$ cat config.mk
export PLATFORM = sky130hd
export DESIGN_NAME = life_cell_rule
export DESIGN_NICKNAME = d
export VERILOG_FILES = /design/src/rtl/life_cell_rule.sv
export SDC_FILE = /design/constraint.sdc
export NUM_CORES = 1
export LEC_CHECK = 0
export ABC_CLOCK_PERIOD_IN_PS = 4500
export BUFFER_PORTS_ARGS = -buffer_cell sky130_fd_sc_hd__buf_2
export CORE_UTILIZATION = 24
export DETAILED_ROUTE_END_ITERATION = 16
export PLACE_DENSITY = 0.55
export SYNTH_ARGS = -nofsm -noshare
export SYNTH_HDL_FRONTEND = slang
export SYNTH_SLANG_ARGS = --single-unit
export TNS_END_PERCENT = 10
$ cat constraint.sdc
create_clock -name clk -period 4.5 [get_ports clk]
set_clock_uncertainty 0.2 [all_clocks]
set_input_delay 0.9 -clock clk [delete_from_list [all_inputs] [get_ports clk]]
set_output_delay 0.9 -clock clk [all_outputs]
set_load 0.01 [all_outputs]
$ cat src/rtl/life_cell_rule.sv
// Single Game-of-Life style cell: neighbour population count, programmable
// birth/survive rule masks, saturating survival age and a change pulse.
module life_cell_rule #(
  parameter int                   N_NEIGHBORS   = 8,
  parameter int                   CW            = $clog2(N_NEIGHBORS + 1),
  parameter logic [N_NEIGHBORS:0] BIRTH_RESET   = (N_NEIGHBORS + 1)'(1) << 3,
  parameter logic [N_NEIGHBORS:0] SURVIVE_RESET = ((N_NEIGHBORS + 1)'(1) << 2)
                                                | ((N_NEIGHBORS + 1)'(1) << 3),
  parameter int                   AGE_WIDTH     = 4,
  parameter logic                 INIT_STATE    = 1'b0
) (
  input  logic                   clk,
  input  logic                   rst_n,
  input  logic [N_NEIGHBORS-1:0] neighbors,
  input  logic                   step,
  input  logic                   load,
  input  logic                   load_value,
  input  logic                   rule_wr,
  input  logic [N_NEIGHBORS:0]   birth_in,
  input  logic [N_NEIGHBORS:0]   survive_in,
  output logic                   state,
  output logic [AGE_WIDTH-1:0]   age,
  output logic                   changed,
  output logic [CW-1:0]          count
);

  localparam logic [AGE_WIDTH-1:0] AGE_MAX = '1;

  logic [N_NEIGHBORS:0]  birth_mask;
  logic [N_NEIGHBORS:0]  survive_mask;
  logic [CW-1:0]         count_c;
  logic                  birth_bit;
  logic                  survive_bit;
  logic                  next_state;
  logic                  state_d;
  logic [AGE_WIDTH-1:0]  age_d;
  logic                  changed_d;

  always_comb begin
    count_c = '0;
    for (int i = 0; i < N_NEIGHBORS; i++) begin
      count_c = count_c + CW'(neighbors[i]);
    end
  end

  assign count = count_c;

  // Select by explicit compare so a count can never address a missing mask bit.
  always_comb begin
    birth_bit   = 1'b0;
    survive_bit = 1'b0;
    for (int k = 0; k <= N_NEIGHBORS; k++) begin
      if (count_c == CW'(k)) begin
        birth_bit   = birth_mask[k];
        survive_bit = survive_mask[k];
      end
    end
  end

  assign next_state = state ? survive_bit : birth_bit;

  always_comb begin
    state_d   = state;
    age_d     = age;
    changed_d = 1'b0;
    if (load) begin
      state_d   = load_value;
      age_d     = '0;
      changed_d = (load_value != state);
    end else if (step) begin
      state_d   = next_state;
      changed_d = (next_state != state);
      if (state && next_state) begin
        age_d = (age == AGE_MAX) ? AGE_MAX : age + AGE_WIDTH'(1);
      end else begin
        age_d = '0;
      end
    end
  end

  always_ff @(posedge clk or negedge rst_n) begin
    if (!rst_n) begin
      state   <= INIT_STATE;
      age     <= '0;
      changed <= 1'b0;
    end else begin
      state   <= state_d;
      age     <= age_d;
      changed <= changed_d;
    end
  end

  // Masks change only at the edge, so a step in the same cycle sees the old rule.
  always_ff @(posedge clk or negedge rst_n) begin
    if (!rst_n) begin
      birth_mask   <= BIRTH_RESET;
      survive_mask <= SURVIVE_RESET;
    end else if (rule_wr) begin
      birth_mask   <= birth_in;
      survive_mask <= survive_in;
    end
  end

endmodule

=== Word level (Yosys, flattened, before mapping) ===
Cells that the tools add are included.

* Output and inout bits: 10
* Bits of input ports: 32
* Word-level logic and storage cells: 54
* Register bits after elaboration: 24

* Mux-type cells: 27
* Add/subtract/negate cells: 8
* Eq/ne operators: 11
* Reductions and logical operators: 3

{| class="wikitable"
|+ Operator list
! kind !! number
|-
| $mux W1 || 23
|-
| $add A4 B1 Y4 || 4
|-
| $eq A4 B3 Y1 const B || 4
|-
| $mux W4 || 4
|-
| $eq A4 B2 Y1 const B || 2
|-
| $eq A4 B4 Y1 const B || 2
|-
| $add A3 B1 Y4 || 1
|-
| $add A4 B1 Y4 const B || 1
|-
| $eq A4 B1 Y1 const B || 1
|-
| $logic_not A4 Y1 || 1
|-
| $add A2 B1 Y3 || 1
|-
| $add A1 B1 Y2 || 1
|-
| $ne A1 B1 Y1 || 2
|-
| $reduce_bool A2 Y1 || 1
|-
| $logic_and A1 B1 Y1 || 1
|}

=== Longest topological paths before layout ===
* Depth after elaboration: 22
* Depth in mapped cells: 18
* Gate-level depth less buffers: 17

=== Worst setup path before layout ===
Ideal clock, no wire load.

* Path type: input to register
* From: input port neighbors[0]
* To: register changed
* Arrival time: 4.709 ns
* Slack: -0.543 ns
* Cell stages on the path: 17
* Path buffers: 1
* Required time: 4.166 ns
* Setup time: 0.134 ns
* Path through: fa_1 -> inv_1 -> fa_1 -> fa_1 -> inv_1 -> ha_1 -> inv_1 -> fa_1 -> buf_6 -> mux4_2 -> nand3_2 -> nand4_1 -> o311ai_1 -> a21bo_1 -> ha_1 -> nand2_1 -> o21ai_0

* Cells in the longest elaborated chain, start to end: 21
* Elaborated cells between the ends (all ways): 38
* Classes of those cells: 7 x add/sub; 9 x eq/ne; 21 x mux; 1 x reduce/logical

{| class="wikitable"
|+ RTL lines
! what !! line !! text
|-
| start, declared || 14 || <nowiki>input logic [N_NEIGHBORS-1:0] neighbors,</nowiki>
|-
| $add A1 B1 Y2 * || 42 || <nowiki>count_c = count_c + CW'(neighbors[i]);</nowiki>
|-
| $add A2 B1 Y3 * || 42 ||
|-
| $add A3 B1 Y4 * || 42 ||
|-
| $add A4 B1 Y4 * (4 in series) || 42 ||
|-
| $logic_not A4 Y1 || 53 || <nowiki>if (count_c == CW'(k)) begin</nowiki>
|-
| $mux W1 (9 in series) || 53 ||
|-
| $mux W1 * || 60 || <nowiki>assign next_state = state ? survive_bit : birth_bit;</nowiki>
|-
| $ne A1 B1 Y1 * || 72 || <nowiki>changed_d = (next_state != state);</nowiki>
|-
| $mux W1 * || 70 || <nowiki>end else if (step) begin</nowiki>
|-
| $mux W1 * || 66 || <nowiki>if (load) begin</nowiki>
|-
| named net changed_d || 37 || <nowiki>logic changed_d;</nowiki>
|-
| end signal, assigned || 89 || <nowiki>changed <= changed_d;</nowiki>
|-
| end, declared || 23 || <nowiki>output logic changed,</nowiki>
|}

Mark *: on every way through the listed nets, which the timed path passes. The rest lies on a longest branch.
A chain may end at the register's enable or synchronous reset.

=== Final worst setup path ===
Same ends and word-level chain as after synthesis.

==> flow_metrics.env <==
export IMPL_ios=42
export IMPL_track_usage=0.106
export IMPL_synthCells=153
export IMPL_synth_top_flop_cell="dfrtp_1"
export IMPL_grt_max_degree=25
export IMPL_cap_violations=0
export IMPL_hold_ws_ns=0.305
export IMPL_antenna_found_initial=0
export IMPL_slowest_delay_ns=0.59
export IMPL_fin_ws_ns=-0.559
export IMPL_min_path_type="reg2reg"
export IMPL_worstSkewPairLatency_ns=0.27
export IMPL_slew_viol_final=0
export IMPL_die_w_um=81.8
export IMPL_dieArea_sq_mm=0.00669
export IMPL_synth_top_area_share=0.344
export IMPL_cp_max_fo=5
export IMPL_yosysWarnings=0
export IMPL_drive_above_1_share=0.408
export IMPL_syn_cell_area_sq_mm=0.00153
export IMPL_synthArstFlopShare=1.00
export IMPL_grt_overflow_total=0
export IMPL_clock_tree_root_cell="clkbuf_8"
export IMPL_first_global_vias=1195
export IMPL_rr_startpoint="survive_mask[1]$_DFFE_PN0P_"
export IMPL_dp_hpwl_um=2570
export IMPL_start_kind="input pin"
export IMPL_numCtsBuffers=3
export IMPL_power_density_mw_per_mm2=422
export IMPL_synth_distinct_cells=45
export IMPL_synth_seq_cells=24
export IMPL_wl_per_cell_um=11.9
export IMPL_synth_commonest_cells="dfrtp_1, inv_1, mux2_2"
export IMPL_endpoint="changed$_DFF_PN0_"
export IMPL_fin_area_sq_mm=0.00196
export IMPL_whs_path_depth=1
export IMPL_num_rows=28
export IMPL_setup_viol=9
export IMPL_status="finished, violations left"
export IMPL_grt_pass1_wl_um=5360
export IMPL_finalCriticalPeriod_ns=5.06
export IMPL_synth_area_leaders="dfrtp_1, mux2_2, fa_1"
export IMPL_placed_cell_area_sq_mm=0.00186
export IMPL_required_ns=4.49
export IMPL_vias_per_cell=4.52
export IMPL_dr_first_iter_drc_count=49
export IMPL_initial_core_util=0.254
export IMPL_hold_buffers=0
export IMPL_fillers=659
export IMPL_worst_r2r_endpoint="changed$_DFF_PN0_"
export IMPL_die_y_um=81.8
export IMPL_clkTransAtPathRegs_ns=0.09
export IMPL_dr_total_vias=1247
export IMPL_max_freq_mhz=198
export IMPL_syn_area_per_cell_sq_um=9.99
export IMPL_rsz0062_at_grt="yes"
export IMPL_hold_violations=0
export IMPL_fin_cells=276
export IMPL_worstPathArrival_ns=5.05
export IMPL_diodes=0
export IMPL_cts_setup_buffers=0
export IMPL_htreeDepth=1
export IMPL_r2r_slack_ns=2.21
export IMPL_worst_setup_path_type="in2reg"
export IMPL_ir_drop_mv=0.147
export IMPL_cp_startpoint="neighbors[0]"
export IMPL_wl_um=3290
export IMPL_finalPower_mw=0.829
export IMPL_gp_congestion=0.768
export IMPL_drc=0
export IMPL_power_leakage_nw=0.938
export IMPL_cts_sinks=24
export IMPL_end_kind="flip-flop"
export IMPL_ys_seq_area_frac=0.395
export IMPL_clk_path_buf_depth=2
export IMPL_max_slew_margin=0.623
export IMPL_first_pass_iters=3
export IMPL_final_nets=243
export IMPL_r2r_cells=8
export IMPL_slowest_stage="fa_2"
export IMPL_violations="setup timing"
export IMPL_area_delta_synth_final_pct=28.5
export IMPL_fin_crit_sh=1.12
export IMPL_synth_nets=194
export IMPL_ant_nets=0
export IMPL_worstMarginPinSlew_ns=0.565
export IMPL_yosysTopAreaCell="dfrtp_1"
export IMPL_fp_coreArea_sq_mm=0.00603
export IMPL_yosysMostFrequentCell="dfrtp_1"
export IMPL_path_cells="buf_2 > fa_1 > inv_1 > fa_1 > fa_1 > inv_1 > ha_1 > inv_1 > fa_2 > mux4_2 > nand3_2 > nand4_1 > o311ai_1 > a21bo_1 > ha_1 > nand2_1 > o21ai_1"
export IMPL_dp_cells=272
export IMPL_io_buffers=41
export IMPL_synth_edf_count=0
export IMPL_tritoncts="yes"
[cell families after synthesis]
logic type	count (synthesis)	synth area share
XOR/XNOR	2	0.0115
adder cells (fa/ha/maj)	9	0.0933
AND/OR/NAND/NOR	43	0.155
AO/OA/AOI/OAI	32	0.141
multiplexers	16	0.124
buffers and inverters	27	0.0794
flip-flops	24	0.395
[flip-flops by register name, indices dropped and copies added (netlist names)]
register      cells
birth_mask        9
survive_mask      9
age               4
changed           1
state             1
[routing by layer]
| layer | global-route usage | vias to the layer above | wire (um) |
|---|---|---|---|
| met5 | 0 | - | 0 |
| li1 | - | 630 | - |
| met4 | 0.0263 | 0 | 16 |
| met2 | 0.170 | 28 | 1480 |
| met1 | 0.140 | 587 | 1630 |
| met3 | 0.0289 | 2 | 169 |
[power breakdown]
group / switching [mW] / leakage, nW / internal [mW]
clock network: 0.0713 / 0.0357 / 0.119
registers: 0.0168 / 0.289 / 0.242
logic: 0.194 / 0.613 / 0.186
total: 0.282 / 0.938 / 0.547
[repair_timing]
item,CTS,global route
setup endpoints to repair,9,9
gates resized for setup,5,1
pin swaps,1,0
[layout by cell type, fill, tap and decap left out, types with 4 or more instances in the layout]
cell / instances
dfrtp_1: 21
nand2_1: 11
ha_1: 5
a21oi_1: 5
o21ai_0: 7
buf_4: 11
buf_2: 41
nand2b_1: 4
mux2_2: 14
inv_1: 19
nand3_1: 4
[worst min-delay path by stage]
stage	from	to	slack [ns]
after detailed placement	survive_mask[6]$_DFFE_PN0P_	survive_mask[6]$_DFFE_PN0P_	0.29
after global routing	survive_mask[7]$_DFFE_PN0P_	survive_mask[7]$_DFFE_PN0P_	0.33
final	survive_mask[6]$_DFFE_PN0P_	survive_mask[6]$_DFFE_PN0P_	0.31
after CTS	survive_mask[6]$_DFFE_PN0P_	survive_mask[6]$_DFFE_PN0P_	0.31
after floorplan	birth_mask[2]$_DFFE_PN0P_	birth_mask[2]$_DFFE_PN0P_	0.27
after global placement	birth_mask[2]$_DFFE_PN0P_	birth_mask[2]$_DFFE_PN0P_	0.29
[per-stage QoR]
step	setup slack [ns]	utilization	setup TNS, ns
after floorplan	-0.543	-	-2.77
after global placement	-0.827	0.309	-5.51
after detailed placement	-0.878	0.309	-5.53
after CTS	-0.578	0.325	-3.85
after global routing	-0.792	0.326	-5.32
final	-0.559	0.326	-3.72
[critical path: cells and delay by family]
family | cells | cell delay, ns
AND/OR/NAND/NOR | 3 | 0.26
adder cells (fa/ha/maj) | 6 | 2.45
buffers and inverters | 4 | 0.28
multiplexers | 1 | 0.55
AO/OA/AOI/OAI | 3 | 0.61
[area by class of cell]
class	instances	area (sq um)	area share
sequential	24	604	0.308
timing repair buffer	52	288	0.146
clock inverter	1	30.0	0.0153
clock buffer	3	41.3	0.0210
multi-input combinational	102	836	0.425
tap	75	93.8	0.0478
inverter	19	71.3	0.0363
Note: power is estimated with default switching activity, not from simulation.
